### src/rtl/conv_pkg.sv
// Shared constants and types for the conv engine result collector.
// Engine state codes mirror the top-level display_current_state encoding.
package conv_pkg;

  localparam int unsigned ConvDw = 8;
  localparam int unsigned ConvSw = 3;

  localparam logic [2:0] ENG_SINGLE = 3'd1;
  localparam logic [2:0] ENG_SYS3   = 3'd2;
  localparam logic [2:0] ENG_SYS2   = 3'd3;

  typedef enum logic [2:0] {
    StIdle,
    StWait,
    StCapt,
    StCmp,
    StDone
  } coll_state_e;

endpackage

### src/rtl/conv_result_collector_if.sv
// Display stream, readback and status bundle between the conv top and the collector.
interface conv_result_collector_if
  import conv_pkg::*;
#(
  parameter int unsigned DW = ConvDw,
  parameter int unsigned SW = ConvSw
);

  logic          arm;
  logic [DW-1:0] display_result;
  logic [SW-1:0] display_current_state;
  logic [3:0]    rd_idx;
  logic [DW-1:0] rd_data;
  logic          done;
  logic          match;
  logic [3:0]    mismatch_mask;
  logic          err_order;
  logic          err_timeout;

  modport master (
    output arm, display_result, display_current_state, rd_idx,
    input  rd_data, done, match, mismatch_mask, err_order, err_timeout
  );

  modport slave (
    input  arm, display_result, display_current_state, rd_idx,
    output rd_data, done, match, mismatch_mask, err_order, err_timeout
  );

endinterface

### src/rtl/result_cmp4.sv
// Combinational 3-way comparator over the four 2x2 output positions.
module result_cmp4 #(
  parameter int unsigned DW = 8
) (
  input  logic [3:0][DW-1:0] e0,
  input  logic [3:0][DW-1:0] e1,
  input  logic [3:0][DW-1:0] e2,
  output logic [3:0]         mask
);

  always_comb begin
    mask = '0;
    for (int p = 0; p < 4; p++) begin
      mask[p] = (e0[p] != e1[p]) | (e0[p] != e2[p]);
    end
  end

endmodule

### src/rtl/conv_result_collector.sv
// Captures the 2x2 results of the three conv engines from the display stream,
// cross-checks them and serves the captured bytes by index.
module conv_result_collector
  import conv_pkg::*;
#(
  parameter int unsigned DW      = ConvDw,
  parameter int unsigned SW      = ConvSw,
  parameter int unsigned TIMEOUT = 255
) (
  input logic                   clk,
  input logic                   reset,
  conv_result_collector_if.slave bus
);

  localparam int unsigned GapW = $clog2(TIMEOUT + 2);

  coll_state_e        state_q, state_d;
  logic [1:0]         eng_q, eng_d;
  logic [2:0]         pos_q, pos_d;
  logic [GapW-1:0]    gap_q, gap_d;
  logic               match_q, match_d;
  logic [3:0]         mask_q, mask_d;
  logic               err_order_q, err_order_d;
  logic               err_timeout_q, err_timeout_d;
  logic [11:0][DW-1:0] cap_q;
  logic [DW-1:0]      rd_q;

  logic       wr_en;
  logic [3:0] wr_addr;
  logic       clr;
  logic       is_eng;
  logic [1:0] code_eng;
  logic       fail;
  logic [3:0] cmp_mask;

  result_cmp4 #(
    .DW(DW)
  ) u_cmp (
    .e0  (cap_q[3:0]),
    .e1  (cap_q[7:4]),
    .e2  (cap_q[11:8]),
    .mask(cmp_mask)
  );

  always_comb begin
    is_eng   = 1'b1;
    code_eng = 2'd0;
    if (bus.display_current_state == SW'(ENG_SINGLE)) begin
      code_eng = 2'd0;
    end else if (bus.display_current_state == SW'(ENG_SYS3)) begin
      code_eng = 2'd1;
    end else if (bus.display_current_state == SW'(ENG_SYS2)) begin
      code_eng = 2'd2;
    end else begin
      is_eng = 1'b0;
    end
  end

  always_comb begin
    state_d       = state_q;
    eng_d         = eng_q;
    pos_d         = pos_q;
    gap_d         = gap_q;
    match_d       = match_q;
    mask_d        = mask_q;
    err_order_d   = err_order_q;
    err_timeout_d = err_timeout_q;
    wr_en         = 1'b0;
    wr_addr       = {eng_q, pos_q[1:0]};
    clr           = 1'b0;
    fail          = 1'b0;

    // arm wins over any same-cycle sample in every state
    if (bus.arm) begin
      clr           = 1'b1;
      state_d       = StWait;
      eng_d         = 2'd0;
      pos_d         = 3'd0;
      gap_d         = '0;
      match_d       = 1'b0;
      mask_d        = 4'h0;
      err_order_d   = 1'b0;
      err_timeout_d = 1'b0;
    end else begin
      unique case (state_q)
        StIdle: ;
        StWait: begin
          if (is_eng && code_eng == 2'd0) begin
            wr_en   = 1'b1;
            wr_addr = 4'd0;
            eng_d   = 2'd0;
            pos_d   = 3'd1;
            gap_d   = '0;
            state_d = StCapt;
          end
        end
        StCapt: begin
          if (is_eng && code_eng == eng_q && pos_q < 3'd4) begin
            wr_en = 1'b1;
            pos_d = pos_q + 3'd1;
            gap_d = '0;
            if (eng_q == 2'd2 && pos_q == 3'd3) state_d = StCmp;
          end else if (is_eng && pos_q == 3'd4 && code_eng == eng_q + 2'd1) begin
            wr_en   = 1'b1;
            wr_addr = {eng_q + 2'd1, 2'd0};
            eng_d   = eng_q + 2'd1;
            pos_d   = 3'd1;
            gap_d   = '0;
          end else if (!is_eng && pos_q == 3'd4) begin
            gap_d = gap_q + GapW'(1);
            if (32'(gap_q) >= TIMEOUT) begin
              err_timeout_d = 1'b1;
              fail          = 1'b1;
            end
          end else begin
            err_order_d = 1'b1;
            fail        = 1'b1;
          end
        end
        StCmp: begin
          mask_d  = cmp_mask;
          match_d = ~|cmp_mask;
          state_d = StDone;
        end
        StDone: ;
        default: state_d = StIdle;
      endcase

      if (fail) begin
        match_d = 1'b0;
        mask_d  = 4'hF;
        state_d = StDone;
      end
    end
  end

  always_ff @(posedge clk) begin
    if (!reset) begin
      state_q       <= StIdle;
      eng_q         <= 2'd0;
      pos_q         <= 3'd0;
      gap_q         <= '0;
      match_q       <= 1'b0;
      mask_q        <= 4'h0;
      err_order_q   <= 1'b0;
      err_timeout_q <= 1'b0;
      cap_q         <= '0;
      rd_q          <= '0;
    end else begin
      state_q       <= state_d;
      eng_q         <= eng_d;
      pos_q         <= pos_d;
      gap_q         <= gap_d;
      match_q       <= match_d;
      mask_q        <= mask_d;
      err_order_q   <= err_order_d;
      err_timeout_q <= err_timeout_d;
      if (clr) begin
        cap_q <= '0;
      end else if (wr_en) begin
        cap_q[wr_addr] <= bus.display_result;
      end
      rd_q <= (bus.rd_idx < 4'd12) ? cap_q[bus.rd_idx] : '0;
    end
  end

  assign bus.rd_data       = rd_q;
  assign bus.done          = (state_q == StDone);
  assign bus.match         = match_q;
  assign bus.mismatch_mask = mask_q;
  assign bus.err_order     = err_order_q;
  assign bus.err_timeout   = err_timeout_q;

endmodule

### src/flat_wrapper.sv
// flat-port wrapper written by rule: the top's interface ports become plain ports
module conv_result_collector_flat import conv_pkg::*;
#(
  parameter int unsigned DW      = ConvDw,
  parameter int unsigned SW      = ConvSw,
  parameter int unsigned TIMEOUT = 255
)
  (clk, reset, bus_arm, bus_display_result, bus_display_current_state, bus_rd_idx, bus_rd_data, bus_done, bus_match, bus_mismatch_mask, bus_err_order, bus_err_timeout);
  conv_result_collector_if #(.DW(DW), .SW(SW)) bus_i ();
  input logic clk;
  input logic reset;
  input wire logic [$bits(bus_i.arm)-1:0] bus_arm;
  input wire logic [$bits(bus_i.display_result)-1:0] bus_display_result;
  input wire logic [$bits(bus_i.display_current_state)-1:0] bus_display_current_state;
  input wire logic [$bits(bus_i.rd_idx)-1:0] bus_rd_idx;
  output wire logic [$bits(bus_i.rd_data)-1:0] bus_rd_data;
  output wire logic [$bits(bus_i.done)-1:0] bus_done;
  output wire logic [$bits(bus_i.match)-1:0] bus_match;
  output wire logic [$bits(bus_i.mismatch_mask)-1:0] bus_mismatch_mask;
  output wire logic [$bits(bus_i.err_order)-1:0] bus_err_order;
  output wire logic [$bits(bus_i.err_timeout)-1:0] bus_err_timeout;
  assign bus_i.arm = bus_arm;
  assign bus_i.display_result = bus_display_result;
  assign bus_i.display_current_state = bus_display_current_state;
  assign bus_i.rd_idx = bus_rd_idx;
  assign bus_rd_data = bus_i.rd_data;
  assign bus_done = bus_i.done;
  assign bus_match = bus_i.match;
  assign bus_mismatch_mask = bus_i.mismatch_mask;
  assign bus_err_order = bus_i.err_order;
  assign bus_err_timeout = bus_i.err_timeout;
  conv_result_collector #(.DW(DW), .SW(SW), .TIMEOUT(TIMEOUT)) u_core (.clk(clk), .reset(reset), .bus(bus_i));
endmodule
### config.mk
export PLATFORM = sky130hd
export DESIGN_NAME = conv_result_collector_flat
export DESIGN_NICKNAME = d
export VERILOG_FILES = /design/src/rtl/conv_pkg.sv /design/src/rtl/conv_result_collector_if.sv /design/src/rtl/result_cmp4.sv /design/src/rtl/conv_result_collector.sv /design/src/flat_wrapper.sv
export SDC_FILE = /design/constraint.sdc
export NUM_CORES = 1
export LEC_CHECK = 0
export CAP_MARGIN = 30
export CORE_ASPECT_RATIO = 0.9
export CORE_MARGIN = 2
export CORE_UTILIZATION = 25
export DETAILED_ROUTE_END_ITERATION = 12
export HOLD_SLACK_MARGIN = 0.06
export PLACE_DENSITY_LB_ADDON = 0.3
export RECOVER_POWER = 25
export SLEW_MARGIN = 10
export SYNTH_ARGS = -nofsm -noshare
export SYNTH_HDL_FRONTEND = slang
export SYNTH_HIERARCHICAL = 1
export SYNTH_SLANG_ARGS = --single-unit
export TNS_END_PERCENT = 20
### constraint.sdc
create_clock -name clk -period 3.1 [get_ports clk]
set_input_delay 0.62 -clock clk [delete_from_list [all_inputs] [get_ports clk]]
set_output_delay 0.62 -clock clk [all_outputs]
set_load 0.05 [all_outputs]
# Word-level counts from Yosys, hierarchy flattened

Index checks and enable logic that the tools add are counted.
W data, S select, Z words.

Word-level logic and storage cells: 153
Output and inout bits: 16
Input port bits: 18
Flip-flop bits (word level): 128

Reduce and logical (&&, ||, !) cells: 28
Bitwise operators: 9
Add/subtract/negate cells: 3
$lt $le $gt $ge: 6
Muxes and demuxes: 49
Eq/ne operators: 35

Operators by type and width:

| cell                  | number |
|---|---|
| $bwmux W96            | 1 |
| $ne A8 B8 Y1          | 8 |
| $mux W9               | 4 |
| $bmux W8 S4           | 1 |
| $demux W8 S4          | 1 |
| $mux W4               | 6 |
| $mux W3               | 7 |
| $reduce_and A4 Y1     | 5 |
| $pmux W9 S2           | 1 |
| $mux W8               | 2 |
| $eq A3 B2 Y1 const B  | 5 |
| $mux W1               | 15 |
| $ne A3 B1 Y1 const B  | 5 |
| $mux W2               | 6 |
| $ne A4 B2 Y1 const B  | 3 |
| $pmux W3 S4           | 1 |
| $lt A4 B5 Y1 const B  | 2 |
| $ne A2 B1 Y1 const B  | 5 |
| $add A9 B1 Y9 const B | 1 |
| $ge A9 B8 Y1 const B  | 1 |
| $logic_and A1 B1 Y1   | 8 |
| $pmux W4 S2           | 1 |
| $eq A3 B1 Y1 const B  | 2 |
| $eq A3 B3 Y1 const B  | 2 |
| other kinds (24)      | 37 |

# Longest topological paths before layout

Gate-level depths: netlist of run 1.

Depth in word-level cells: 15
Depth in mapped cells: 12
Mapped depth without buffers: 9

# Cells and area by module

The synthesis of run 1 kept the hierarchy.

Modules (own cells, without submodules):

| module                | times used | sequential area each (sq um) | area an instance (sq um) | cells an instance |
|---|---|---|---|---|
| conv_result_collector | 1          | 2562.5                       | 5830.6                   | 579 |
| result_cmp4           | 1          | 0.0                          | 515.5                    | 84 |

# Worst setup path after synthesis of run 1

No wires, ideal clock.

Path kind: register to register
Start point: register u_core.eng_q[0]
End point: register u_core/cap_q[40] in the netlist's numbering
Buffers on the path: 2
Arrival time: 2.729 ns
Setup slack: 0.297 ns
Clock period less this slack: 2.803 ns
Data required time: 3.027 ns
Library setup time: 0.073 ns
Stages on the path, launching flop included: 12
Cell sequence: dfxtp_1 buf_2 clkinv_1 ha_1 xnor2_1 o21a_1 o32ai_4 a21oi_2 or4_1 and4b_1 buf_6 mux2i_1

Cells in the longest elaborated chain, start to end: 12
Elaborated cells on any way between the ends: 21
Classes of those cells: add/sub: 1; order compare: 2; eq/ne: 2; mux: 12; reduce/logical: 4

Ends and longest elaborated chain:

| what                                                                      | line                                                       | RTL |
|---|---|---|
| from (decl)                                                               | conv_result_collector.sv:18                                | `logic [1:0] eng_q, eng_d;` |
| from (signal assigned)                                                    | conv_result_collector.sv:151                               | `eng_q <= eng_d;` |
| $add A2 B1 Y2                                                             | conv_result_collector.sv:103, conv_result_collector.sv:105 |  |
| $eq A2 B2 Y1                                                              | conv_result_collector.sv:103                               | `end else if (is_eng && pos_q == 3'd4 && code_eng == eng_q + 2'd1) begin` |
| $logic_and A1 B1 Y1                                                       | conv_result_collector.sv:103                               |  |
| $mux W4                                                                   | conv_result_collector.sv:103                               |  |
| $mux W4                                                                   | conv_result_collector.sv:98                                | `if (is_eng && code_eng == eng_q && pos_q < 3'd4) begin` |
| $pmux W4 S2                                                               | conv_result_collector.sv:85                                | `unique case (state_q)` |
| $mux W4                                                                   | conv_result_collector.sv:74                                | `if (bus.arm) begin` |
| $lt A4 B5 Y1 (implied by the code) / $ge A4 B1 Y1 (equally long branches) | conv_result_collector.sv:161                               | `cap_q[wr_addr] <= bus.display_result;` |
| $logic_and A1 B1 Y1 (implied by the code)                                 | conv_result_collector.sv:161                               |  |
| $mux W8 (implied by the code)                                             | conv_result_collector.sv:161                               |  |
| $demux W8 S4                                                              | -                                                          |  |
| $bwmux W96                                                                | conv_result_collector.sv:161                               |  |
| to (signal, indexed assignment)                                           | conv_result_collector.sv:161                               |  |
| to (decl)                                                                 | conv_result_collector.sv:25                                | `logic [11:0][DW-1:0] cap_q;` |

Several ways; a longest one is shown, not always the timed one.
A chain may end at the register's enable or synchronous reset.

# Worst setup path after layout of run 1

Start point: input bus_display_current_state[0]
End point: register u_core/cap_q[40] in the netlist's numbering

Cells in the longest elaborated chain, start to end: 15
Elaborated cells on any way between the ends: 33
Classes of those cells: order compare: 2; eq/ne: 5; mux: 19; reduce/logical: 7

Ends and longest elaborated chain:

| what                                                                      | line                                                      | RTL |
|---|---|---|
| from (decl)                                                               | flat_wrapper.sv:14                                        | `input wire logic [$bits(bus_i.display_current_state)-1:0] bus_display_current_state;` |
| $eq A3 B2 Y1                                                              | conv_result_collector.sv:52                               | `end else if (bus.display_current_state == SW'(ENG_SYS2)) begin` |
| $mux W2 / $mux W1 (equally long branches)                                 | conv_result_collector.sv:52                               |  |
| $mux W2 / $mux W1 (equally long branches)                                 | conv_result_collector.sv:50                               | `end else if (bus.display_current_state == SW'(ENG_SYS3)) begin` |
| $mux W2 / $mux W1 (equally long branches)                                 | conv_result_collector.sv:48                               | `if (bus.display_current_state == SW'(ENG_SINGLE)) begin` |
| $eq A2 B2 Y1, or another cell as far along                                | conv_result_collector.sv:103                              |  |
| $logic_and A1 B1 Y1 (on tied branches)                                    | conv_result_collector.sv:103, conv_result_collector.sv:98 |  |
| $mux W4 / $logic_and A1 B1 Y1 (equally long branches)                     | conv_result_collector.sv:103, conv_result_collector.sv:98 |  |
| $mux W4                                                                   | conv_result_collector.sv:98                               |  |
| $pmux W4 S2                                                               | conv_result_collector.sv:85                               |  |
| $mux W4                                                                   | conv_result_collector.sv:74                               |  |
| $lt A4 B5 Y1 (implied by the code) / $ge A4 B1 Y1 (equally long branches) | conv_result_collector.sv:161                              |  |
| $logic_and A1 B1 Y1 (implied by the code)                                 | conv_result_collector.sv:161                              |  |
| $mux W8 (implied by the code)                                             | conv_result_collector.sv:161                              |  |
| $demux W8 S4                                                              | -                                                         |  |
| $bwmux W96                                                                | conv_result_collector.sv:161                              |  |

Several ways; a longest one is shown, not always the timed one.

==> parameters.txt, run 1 <==
Parameter                              Value

Clocking
  Post-CTS setup buffers ... 0
  CTS HTree Levels ... 4
  Post-cts gate resize count ... 0
  Num CTS Buffers ... 17
  Count of hold-fix buffers inserted at cts ... 0
  Clock tree from TritonCTS ... done
  CTS Root Buffer Type ... sky130_fd_sc_hd__clkbuf_16
  Clk Latency, worst-skew pair ... 0.43 ns
  Sink count of the clock tree ... 128
  Largest buffer count on any clock path ... 2
  Clock transition time at the flip-flop clock pins of the worst setup and hold paths ... 0.06 ns

Layout
  Synth-to-Final Area Change ... 26.6%
  Util after Layout ... 32.1%
  Net total in the final layout ... 753
  Diode insertion count for antenna repair ... 0
  Share of cells above drive strength 1 ... about a fifth

Synthesis
  Largest cells by area after synthesis ... sky130_fd_sc_hd__dfxtp_1 40%, sky130_fd_sc_hd__mux2i_1 16%, sky130_fd_sc_hd__mux4_2 8.5%, sky130_fd_sc_hd__nand2_1 5.4%, sky130_fd_sc_hd__nor3_1 2.7%
  Largest area contributor in the synthesized netlist ... sky130_fd_sc_hd__dfxtp_1
  Syn_nets ... 687
  Post-Syn Instances ... 663
  Dominant register cell in the synthesized netlist ... sky130_fd_sc_hd__dfxtp_1
  Commonest cells in the netlist ... 128 x sky130_fd_sc_hd__dfxtp_1, 101 x sky130_fd_sc_hd__mux2i_1, 91 x sky130_fd_sc_hd__nand2_1, 40 x sky130_fd_sc_hd__nor2_1, 34 x sky130_fd_sc_hd__nor3_1
  Post-synthesis async set-or-reset flop share ... 0%
  Most common cell in the synthesized netlist ... sky130_fd_sc_hd__dfxtp_1
  Synth Warn # ... 6
  EDFF count, synth ... 0
  Number of synthesized register bits ... approximately 130
  Sequential area share after synthesis ... 40.4%
  Netlist area before placement ... roughly 6300 um^2
  Synthesized area divided by synthesized cell count ... 9.57 um^2
  Share of the synthesized area in the top cell type ... 40.4%
  Post-synth cell types ... 57

Worst setup path
  Critical R2R Launch ... u_core/eng_q[0]$_SDFFE_PP0P_
  Critical path cell sequence ... dlygate4sd3_1 -> nand2b_2 -> xnor2_1 -> o32ai_4 -> a21oi_2 -> or4_1 -> and4b_1 -> buf_4 -> mux2i_1
  Startpoint of the worst setup timing path ... bus_display_current_state[0]
  Critical Path End Type ... flop
  Worst setup path class ... in2reg
  Critical-path maximum fanout ... 6
  Critical path's slowest cell ... sky130_fd_sc_hd__dlygate4sd3_1
  Startpoint class of the critical path ... input port
  Delay of the slowest cell on the worst path ... 0.60 ns
  Data required, critical path ... 3.44 ns
  Critical Path AT ... 3.30 ns

STA
  Clock period minus final worst setup slack ... 2.96 ns
  Worst-case headroom to the max-slew limit ... 52.0%
  Final number of hold-violating endpoints ... 0
  Hold Worst Slack ... 0.471 ns
  Final cycle utilization of the critical path ... 95.3%
  Skew final ... 0.00864 ns
  Transition time at the pin with the least slew margin ... 0.720 ns
  Count of final max-slew check failures ... 0
  Max Fclk ... 338 MHz
  Setup-failing EPs final ... 0
  RSZ-0062 raised after global routing ... false

Placement
  Detailed-placement wirelength estimate ... approximately 13000 um
  Input/output buffers ... 33
  Final GP Congestion ... between 0.7 and 0.8

Die
  Vertical extent of the die ... 155 um
  I/O Pins ... 34
  Total core area ... 25000 um^2
  Std cell rows ... 55
  Chip Width ... 172 um
  Initial standard-cell utilization of the core ... 25.3%
  Area of the die ... 26700 um^2

Hold path
  Hold WC Path Type ... reg2reg
  Hold Crit Start ... u_core/bus.err_order$_SDFFE_PP0P_

Detailed routing
  Number of DRC markers in iteration 0 ... approximately 380
  Total detailed-routing wirelength ... around 18000 um
  Count of antenna-violating nets left after detailed routing ... 0
  Routed wire length per instance ... 17.0 um
  Post-route DRC violation count ... 0
  Number of optimization iterations in the first detailed-route pass ... 5
  Average via count per standard cell ... 4.77
  Overall via count from detail_route ... 5168

Power and ir drop
  Peak supply drop ... 311 uV
  Power Density ... 476 nW/um^2
  Reported leakage power ... 3.29 nW

Job
  Number of maximum-capacitance constraint violations ... 0

Global route
  Overall track demand over capacity in global routing ... 14.4%
  Via count of the first global-routing pass ... ~4900
  Pin count of the biggest net entering global routing ... 59
  Wire length of the first global-routing pass ... 28900 um
  Leftover overflow at the end of global routing ... 0
  Antenna violations before repair ... 0

Status
  Run status ... complete, no violations
-- placed cells by master, fill, tap and decap left out, types with 3 or more instances in the layout --
cell type	count
sky130_fd_sc_hd__nand3_1	13
sky130_fd_sc_hd__o21a_1	3
sky130_fd_sc_hd__mux4_2	24
sky130_fd_sc_hd__nand2_1	91
sky130_fd_sc_hd__ha_1	6
sky130_fd_sc_hd__a21oi_1	18
sky130_fd_sc_hd__inv_1	18
sky130_fd_sc_hd__nand2b_1	5
sky130_fd_sc_hd__buf_12	11
sky130_fd_sc_hd__o22ai_1	26
sky130_fd_sc_hd__or4_1	7
sky130_fd_sc_hd__clkinvlp_4	5
sky130_fd_sc_hd__dfxtp_1	128
sky130_fd_sc_hd__clkbuf_16	17
sky130_fd_sc_hd__xnor2_1	5
sky130_fd_sc_hd__clkdlybuf4s50_1	16
sky130_fd_sc_hd__clkbuf_4	5
sky130_fd_sc_hd__nand3b_1	4
sky130_fd_sc_hd__nor2_1	40
sky130_fd_sc_hd__and2_0	7
sky130_fd_sc_hd__and4_1	3
sky130_fd_sc_hd__dlygate4sd3_1	17
sky130_fd_sc_hd__and3_1	13
sky130_fd_sc_hd__a21o_1	3
sky130_fd_sc_hd__nor3_1	34
sky130_fd_sc_hd__buf_4	31
sky130_fd_sc_hd__o21ai_0	13
sky130_fd_sc_hd__mux2i_1	101
sky130_fd_sc_hd__inv_6	4
sky130_fd_sc_hd__or3_1	4
sky130_fd_sc_hd__nor2b_1	3
sky130_fd_sc_hd__and3_2	20
-- area by class of cell --
| cell class | count | area, um^2 |
|---|---|---|
| clock buffers | 17 | 425 |
| clock inverters | 15 | 160 |
| fillers | 2620 | 17000 |
| inverters | 19 | 71.3 |
| multi-input cells | 481 | 3560 |
| flip-flops and latches | 128 | 2560 |
| well taps | 342 | 428 |
| repair buffers | 82 | 830 |
-- critical path, delay by kind of cell --
family / cells / cell delay [ns]
muxes: 1 / 0.21
xor gates and xnor gates: 1 / 0.16
buffers and inverters: 2 / 0.77
AOI/OAI and AO/OA: 2 / 0.43
and+or+nand+nor: 3 / 1.11
-- kinds of logic (layout without fill, tap and decap cells) --
kind of cell | after synthesis | count (layout) | synth area share, %
AOI/OAI and AO/OA | 76 | 76 | 7.63
xor gates and xnor gates | 5 | 5 | 0.690
adders and majority gates | 6 | 6 | 1.18
buffers and inverters | 54 | 133 | 3.71
DFF | 128 | 128 | 40.4
muxes | 127 | 127 | 24.8
and+or+nand+nor | 267 | 267 | 21.6
-- flip-flops by register name, summed over array words and instances, names as in the netlist --
signal,count
u_core/eng_q,2
u_core/state_q,3
u_core/bus.rd_data,8
u_core/bus.match,1
u_core/cap_q,96
u_core/bus.mismatch_mask,4
u_core/bus.err_order,1
u_core/gap_q,9
u_core/bus.err_timeout,1
u_core/pos_q,3
-- metal layers --
metal / global-route usage [%] / up-vias / wire, um
met1: 20.6 / 2494 / 9210
met3: 4.45 / 9 / 1140
li1: - / 2528 / -
met5: 0 / - / 0
met2: 21.0 / 137 / 7960
met4: 3.52 / 0 / 134
-- where the power goes --
| part | switching [mW] | internal (mW) |
|---|---|---|
| clock network | 0.816 | 1.19 |
| logic | 0.101 | 0.0670 |
| registers | 0.00294 | 1.65 |
| total | 0.920 | 2.90 |
-- path summary, 6_finish.rpt --
path | to | slack [ns] | cells past startpoint
worst max-delay path | u_core/cap_q[40]$_SDFFE_PP0P_ | 0.14 | 9
worst min-delay path | u_core/bus.err_order$_SDFFE_PP0P_ | 0.47 | 1
worst max register to register | u_core/cap_q[40]$_SDFFE_PP0P_ | 0.26 | 10
worst min register to register | u_core/bus.err_order$_SDFFE_PP0P_ | 0.47 | 1
-- metrics by stage --
| step | setup TNS [ns] | area [um^2] | setup slack (ns) | total power [mW] | instances |
|---|---|---|---|---|---|
| after floorplan | 0 | 6350 | 0.297 | 1.78 | 663 |
| after global placement | -7.64 | 7450 | -0.208 | 1.86 | 1052 |
| after detailed placement | -8.73 | 7450 | -0.189 | 1.86 | 1052 |
| after CTS | 0 | 8040 | 0.249 | 3.88 | 1084 |
| after global routing | 0 | 8030 | 0.0510 | 3.96 | 1084 |
| final | 0 | 8030 | 0.144 | 3.82 | 1084 |
(Power assumes the default switching activity.)
==> run 2, diff against run 1 <==
--- a/config.mk
+++ b/config.mk
@@ -11,4 +11,5 @@
 export CORE_UTILIZATION = 25
 export DETAILED_ROUTE_END_ITERATION = 12
+export DONT_BUFFER_PORTS = 1
 export HOLD_SLACK_MARGIN = 0.06
 export PLACE_DENSITY_LB_ADDON = 0.3
@@ -19,3 +20,3 @@
 export SYNTH_HIERARCHICAL = 1
 export SYNTH_SLANG_ARGS = --single-unit
-export TNS_END_PERCENT = 20
+export TNS_END_PERCENT = 100
==> constraint.sdc (replaced) <==
create_clock -name clk -period 3.1 [get_ports clk]
set_input_delay 0.62 -clock clk [delete_from_list [all_inputs] [get_ports clk]]
set_output_delay 0.62 -clock clk [all_outputs]
set_load 0.1 [all_outputs]
==> parameters.txt, run 2 (synthesized netlist as in run 1, its figures left out) <==
Parameter                              Value

Status
  Run status ... complete, no violations

Clocking
  CTS HTree Levels ... 4 (unchanged)
  CTS Root Buffer Type ... sky130_fd_sc_hd__clkbuf_16
  Clk Latency, worst-skew pair ... 0.43 ns (about the same)
  Count of hold-fix buffers inserted at cts ... 0 (unchanged)
  Num CTS Buffers ... 17 (unchanged)
  Post-cts gate resize count ... 0 (unchanged)
  Clock transition time at the flip-flop clock pins of the worst setup and hold paths ... 0.06 ns (about the same)
  Clock tree from TritonCTS ... done
  Post-CTS setup buffers ... 0 (unchanged)
  Largest buffer count on any clock path ... 2 (unchanged)
  Sink count of the clock tree ... 128 (unchanged)

Layout
  Diode insertion count for antenna repair ... 0 (unchanged)
  Flip-flop count of the largest register, all copies and words added ... 96 (unchanged)
  Commonest non-fill, non-tap cell in the layout ... sky130_fd_sc_hd__dfxtp_1
  Final cell area excluding filler cells ... 7360 um^2 (-8.3%)
  Register bank with the most flops ... u_core/cap_q
  Share of cells above drive strength 1 ... 16.4% (-2.4 points)
  Net total in the final layout ... 695 (-7.7%)
  Non-filler cells, final ... 1026 (-5.4%)
  Util after Layout ... 29.4% (-2.7 points)
  Synth-to-Final Area Change ... 16.0%
  Most used cells in the layout excluding fill and tap cells ... 128 x sky130_fd_sc_hd__dfxtp_1, 101 x sky130_fd_sc_hd__mux2i_1, 91 x sky130_fd_sc_hd__nand2_1, 40 x sky130_fd_sc_hd__nor2_1, 34 x sky130_fd_sc_hd__nor3_1

STA
  Count of final max-slew check failures ... 0 (unchanged)
  Final number of hold-violating endpoints ... 0 (unchanged)
  Final cycle utilization of the critical path ... 93.7% (-1.6 points)
  Hold Worst Slack ... 0.330 ns (-0.141 ns)
  Post-layout worst setup margin ... 0.194 ns (+0.0500 ns)
  Transition time at the pin with the least slew margin ... 1.24 ns (+0.518 ns)
  Sum of negative setup slack ... 0 ns (unchanged)
  RSZ-0062 raised after global routing ... false
  Max Fclk ... 344 MHz (+1.7%)
  Worst-case headroom to the max-slew limit ... 17.4% (-35 points)
  Skew final ... 0.0131 ns (+0.00446 ns)
  Setup-failing EPs final ... 0 (unchanged)
  Clock period minus final worst setup slack ... 2.91 ns (-0.0500 ns)

Detailed routing
  Met2 wirelength from detailed routing ... 7620 um (-4.3%)
  Post-route DRC violation count ... 0 (unchanged)
  Average via count per standard cell ... 4.84 (+1.5%)
  Total detailed-routing wirelength ... 18600 um (+0.87%)
  Routed wire length per instance ... 18.1 um (+6.6%)
  Count of antenna-violating nets left after detailed routing ... 0 (unchanged)
  Number of optimization iterations in the first detailed-route pass ... 5 (unchanged)
  Number of DRC markers in iteration 0 ... 401 (+5.2%)
  Overall via count from detail_route ... 4964 (-3.9%)
  Met3 routed WL ... 1250 um (+10%)
  Top Metal Used ... met4
  Wl on met1 ... 9530 um (+3.4%)

Worst setup path
  Data required, critical path ... 3.38 ns (-0.06 ns)
  Worst setup slack for register-to-register paths ... 0.19 ns (-0.07 ns)
  Critical Path AT ... 3.18 ns (-0.12 ns)
  Delay of the slowest cell on the worst path ... 0.57 ns (-0.03 ns)
  Critical-path maximum fanout ... 8 (+2)
  Startpoint class of the critical path ... flop
  Critical path's slowest cell ... sky130_fd_sc_hd__or4_1
  Critical path cell sequence ... clkinv_1 -> ha_1 -> xnor2_1 -> o21a_1 -> o32ai_4 -> a21oi_2 -> or4_1 -> or2_1 -> mux2i_1
  Critical Path End Type ... flop
  Worst setup path class ... reg2reg

Placement
  Input/output buffers ... 0 (-100%)
  Placement Setup Slack ... 0.219 ns (+0.408 ns)
  Detailed-placement wirelength estimate ... 13300 um (+1.8%)
  Final GP Congestion ... 0.825 (+5.3%)
  Instance count after placement with tap cells included ... 994 (-5.5%)
  Cell area after placement ... 6820 um^2 (-8.5%)

Power and ir drop
  Power Density ... 494 nW/um^2 (+3.8%)
  Reported leakage power ... 2.93 nW (-11%)
  Power after layout ... 3.64 mW (-4.9%)
  Peak supply drop ... 230 uV (-26%)

Global route
  Leftover overflow at the end of global routing ... 0 (unchanged)
  Overall track demand over capacity in global routing ... 14.7% (+0.32 points)
  Pin count of the biggest net entering global routing ... 27 (-54%)
  Via count of the first global-routing pass ... 4771 (-3.2%)
  Antenna violations before repair ... 0 (unchanged)
  Wire length of the first global-routing pass ... 29000 um (+0.53%)

Die
  Std cell rows ... 55 (unchanged)
  Area of the die ... 26700 um^2 (unchanged)
  Initial standard-cell utilization of the core ... 25.3% (unchanged)
  I/O Pins ... 34 (unchanged)
  Total core area ... 25000 um^2 (unchanged)
  Chip Width ... 172 um (unchanged)
  Vertical extent of the die ... 155 um (unchanged)

Job
  Number of maximum-capacitance constraint violations ... 0 (unchanged)

Hold path
  Hold WC Path Type ... in2reg
-- run 2: cell type report --
type	instances	area, um^2
Fill cell	2659	17700
Clock buffer	19	433
Sequential cell	128	2560
Timing Repair Buffer	24	183
Inverter	19	71.3
Tap cell	342	428
Clock inverter	13	118
Multi-Input combinational cell	481	3570
-- run 2: power by group --
part           internal (mW)  switching, mW
sequential              1.65        0.00327
clock                   1.10          0.782
combinational         0.0399         0.0655
-- run 2: critical path: cells and delay by family (launching register included) --
kind                       cells  cell delay, ns
AOI/OAI and AO/OA              3            0.61
muxes                          1            0.20
buffers and inverters          1            0.08
and+or+nand+nor                2            1.05
DFF                            1            0.33
adders and majority gates      1            0.34
xor gates and xnor gates       1            0.15
-- run 2: path summary, 6_finish.rpt --
path                                  from                          endpoint  depth (start not counted)
max           u_core/eng_q[0]$_SDFFE_PP0P_     u_core/cap_q[15]$_SDFFE_PP0P_                          9
min                                  reset  u_core/bus.rd_data[7]$_SDFF_PN0_                          1
max reg2reg   u_core/eng_q[0]$_SDFFE_PP0P_     u_core/cap_q[15]$_SDFFE_PP0P_                          9
min reg2reg  u_core/cap_q[40]$_SDFFE_PP0P_     u_core/cap_q[40]$_SDFFE_PP0P_                          2
-- run 2: per-layer routing --
layer	vias up	global-route usage, %
met1	2403	21.5
met5	-	0
met3	19	4.76
li1	2418	-
met4	0	4.12
met2	124	20.5
==> variant 1 (config.mk and constraints of run 2) <==
`rd_q` no longer has a reset.
--- a/src/rtl/conv_result_collector.sv
+++ b/src/rtl/conv_result_collector.sv
@@ -145,7 +145,6 @@
       err_order_q   <= 1'b0;
       err_timeout_q <= 1'b0;
       cap_q         <= '0;
-      rd_q          <= '0;
     end else begin
       state_q       <= state_d;
       eng_q         <= eng_d;
@@ -160,8 +159,11 @@
       end else if (wr_en) begin
         cap_q[wr_addr] <= bus.display_result;
       end
-      rd_q <= (bus.rd_idx < 4'd12) ? cap_q[bus.rd_idx] : '0;
     end
+  end
+
+  always_ff @(posedge clk) begin
+    rd_q <= (bus.rd_idx < 4'd12) ? cap_q[bus.rd_idx] : '0;
   end
 
   assign bus.rd_data       = rd_q;
Behaviour: differs if reset is asserted again (counterexample within 4 cycles, from zero or initial values and one cycle with reset low); with reset held inactive, the same outputs for 4 cycles.
==> variant 1 against run 2 <==
  * Setup slack improved by 79 ps
  * Worst hold slack lost 19 ps
  * Total power increased by 5.9%
  * Final area rose by 2.0%
  * First-iteration DRC count down 0.50%
  * Routed wire length shrank 4.6%
  * Non-clock buffer count down 2
  * Area after synthesis increased by 1.6%
  * Sequential cell count did not move
  * Die area grew 1.6%
  * Largest power group unchanged
==> variant 1: results (changes against run 2) <==
- Outcome: complete, no violations (unchanged)
- Worst Tran Pin Value: 1250 ps (was 1240 ps)
- Area occupied by multi-input gates: 0.00369 mm2 (was 0.00357 mm2)
- Finished Cell Area: 0.00751 mm2 (was 0.00736 mm2)
- Max incr delay on CP: 440 ps (was 570 ps)
- DR vias: 4871 (was 4964)
- Met3 usage in global routing: 2.67% (was 4.76%)
- Cells after DPL: 976 (was 994)
- Met3 wire len: 584 um (was 1250 um)
- HP Start: bus_rd_idx[2] (was reset)
- Post-synthesis compound-gate area fraction: 8.29% (was 7.63%)
- Mux share of post-synthesis cell area: 25.4% (was 24.8%)
- Met1 Track Usage GR: 18.1% (was 21.5%)
- Peak VDD IR: 0.353 mV (was 0.230 mV)
- Post-Place Worst Slack: 158 ps (was 219 ps)
- Post-synthesis average cell area: 9.90 um2 (was 9.57 um2)
- Initial DRC Count: 399 (was 401)
- Yosys cell types: 64 (was 57)
- Clock buffers: 18 (was 19)
- Post-Route Skew: 10.1 ps (was 13.1 ps)
- CP arrival: 3110 ps (was 3180 ps)
- Post-Synth Adder-Cell Area: 1.16% (was 1.18%)
- Synth Area in XOR/XNOR: 1.09% (was 0.690%)
- Metal2 WL: 8340 um (was 7620 um)
- Global-route wire length before repair: 28000 um (was 29000 um)
- Largest net degree at the start of global routing: 55 (was 27)
- Worst hold endpoint: u_core/bus.rd_data[7] (unchanged)
- Worst R2R Path Depth: 8 (was 9)
- Filler cells: 2598 (was 2659)
- Tot GR Track Use: 13.6% (was 14.7%)
- Layout net count: 681 (was 695)
- Clock power share: 54.6% (was 51.7%)
- Reg2Reg Setup Slack: 270 ps (was 190 ps)
- Final GP Congestion: 0.831 (was 0.825)
- Sequential area share after synthesis: 39.7% (was 40.4%)
- P_int: 3.02 mW (was 2.79 mW)
- Inverters: 16 (was 19)
- Plain + repair buffers: 22 (was 24)
- WHS: 311 ps (was 330 ps)
[variant 1: changes by cell type after synthesis, moves of 4 or more]
cell / delta
a21oi_1: -5
nand2_1: +26
nor2_1: -19
and2_1: -9
nor3_1: +4
nand3_2: +4
mux2i_1: +7
o21ai_0: -10
nand3_1: -7
[variant 1: how the worst max path moves through the flow]
stage | from | to | slack [ps] | cells past startpoint
global placement | u_core/state_q[1] | u_core/cap_q[42] | 170 | 6
CTS | u_core/state_q[1] | u_core/cap_q[40] | 130 | 6
detailed placement | u_core/state_q[1] | u_core/cap_q[40] | 160 | 6
global route | u_core/eng_q[0] | u_core/cap_q[87] | 130 | 8
finish | u_core/eng_q[0] | u_core/cap_q[29] | 270 | 8
floorplan | u_core/eng_q[0] | u_core/cap_q[80] | 280 | 10
[variant 1: worst max-delay path, delay by kind of cell (launching register included)]
family                     cells  cell delay, ps
AOI/OAI and AO/OA              3             870
and+or+nand+nor                2             840
adders and majority gates      1             380
DFF                            1             320
muxes                          1             220
buffers and inverters          1              60
==> variant 2 (config.mk and constraints of run 2) <==
Without the edit above. Change the package constant `ConvDw` from 8 to 16.
--- a/src/rtl/conv_pkg.sv
+++ b/src/rtl/conv_pkg.sv
@@ -2,7 +2,7 @@
 // Engine state codes mirror the top-level display_current_state encoding.
 package conv_pkg;
 
-  localparam int unsigned ConvDw = 8;
+  localparam int unsigned ConvDw = 16;
   localparam int unsigned ConvSw = 3;
 
   localparam logic [2:0] ENG_SINGLE = 3'd1;
Ports: changed (resized bus_display_result and bus_rd_data); port bits go from 34 to 50. The function was not compared with the original's and may differ.
==> variant 2 against run 2 <==
  * Area after synthesis increased by 73%
  * Setup slack worse by 9.3 ps
  * Sequential cell count up 104
  * Routed wire length is 89% higher
  * Final area increased by 73%
  * Count of clock-buffer cells in the layout is 22 higher
  * First-iteration DRC count increased by 90%
  * Total power is 81% higher
  * Critical path type unchanged
==> variant 2: results (changes against run 2) <==
- Clock buffers: 41 (was 19)
- Initial DRC Count: 761 (was 401)
- Root buffer cell: clkbuf_16 (unchanged)
- Post-Route Skew: 15.2 ps (was 13.1 ps)
- Largest net degree at the start of global routing: 85 (was 27)
- Largest register FFs: 192 (was 96)
- Mux share of post-synthesis cell area: 20.5% (was 24.8%)
- Final GP Congestion: 0.803 (was 0.825)
- Yosys cell types: 59 (was 57)
- Peak VDD IR: 0.349 mV (was 0.230 mV)
- Top cell family by delay on the critical path: simple AND/OR/NAND/NOR gates (unchanged)
- CP arrival: 3320 ps (was 3180 ps)
- Fraction of layout cells with a size suffix above 1: 13.2% (was 16.4%)
- P_int: 5.13 mW (was 2.79 mW)
- Worst R2R Path Depth: 11 (was 9)
- Plain + repair buffers: 32 (was 24)
- Met3 wire len: 2370 um (was 1250 um)
- Vias in the first global route: 8372 (was 4771)
- Global-route wire length before repair: 53200 um (was 29000 um)
- Fraction of area in multi-input gates: 46.6% (was 48.5%)
- ClkCell Share: 7.68% (was 7.48%)
- WL/cell: 20.4 um (was 18.1 um)
- Sequential area share after synthesis: 42.3% (was 40.4%)
- Post-synthesis compound-gate area fraction: 10.8% (was 7.63%)
- Post-DP Area: 0.0118 mm2 (was 0.00682 mm2)
- Synth Area in XOR/XNOR: 0.479% (was 0.690%)
- Fraction of area in registers: 36.5% (was 34.8%)
- Commonest cells in the synthesized netlist: dfxtp_1 (232), nand3_1 (127), mux2i_1 (117) (was dfxtp_1 (128), mux2i_1 (101), nand2_1 (91))
- CTS Buffer Depth: 3 (was 2)
- Antenna violations before repair: 1 (was 0)
- Inverters: 24 (was 19)
- Dominant cells by area after synthesis: dfxtp_1 (42%), mux2i_1 (11%), mux4_2 (9.8%), nand3_1 (5.8%), o21ai_0 (4.4%) (was dfxtp_1 (40%), mux2i_1 (16%), mux4_2 (8.5%), nand2_1 (5.4%), nor3_1 (2.7%))
- Tot GR Track Use: 15.2% (was 14.7%)
- Leak: 4.83 nW (was 2.93 nW)
- Worst-path clk slew: 60 ps (about the same)
- DR vias: 8777 (was 4964)
- Clock Sinks: 232 (was 128)
- Relative slew slack: 15.5% (was 17.4%)
- Diodes inserted: 0 (unchanged)
- Number of I/O port buffers: 0 (unchanged)
- Crit-path max FO: 32 (was 8)
- Crit path capture: u_core/cap_q[59] (was u_core/cap_q[15])
- CTS buffer count: 28 (was 17)
- Worst-Skew Late Latency: 540 ps (was 430 ps)
- Outcome: complete, no violations (unchanged)
- M1 wire length: 16700 um (was 9530 um)
- Hold crit path type: in2reg (unchanged)
- P_clk: 3.43 mW (was 1.88 mW)
- Filler cells: 4451 (was 2659)
- Hpwl dp: 22800 um (was 13300 um)
- CTS H-tree lvls: 1 (was 4)
==> variant 2: how the worst min path moves through the flow <==
stage	depth (start not counted)	to	slack, ps
3_5_place_dp	2	u_core/cap_q[149]	470
2_1_floorplan	2	u_core/cap_q[157]	450
4_1_cts	1	u_core/state_q[0]	180
3_3_place_gp	2	u_core/cap_q[90]	470
5_1_grt	1	u_core/state_q[0]	180
6_report	1	u_core/state_q[0]	200
==> variant 2: per-stage QoR <==
step	cells	utilization (%)	hold slack, ps	setup slack [ps]	power, mW
after CTS	1718	29.6	180	212	6.66
after global routing	1718	29.5	183	1.88	6.79
after floorplan	1158	-	452	18.0	3.20
after global placement	1665	27.2	468	153	3.21
final	1718	29.5	199	185	6.58
after detailed placement	1666	27.3	472	83.3	3.21
==> variant 2: routing by layer <==
layer | track usage [%] | up-vias
li1 | - | 4248
met1 | 21.5 | 4274
met2 | 24.0 | 219
met3 | 3.08 | 36
met4 | 2.93 | 0
met5 | 0 | -
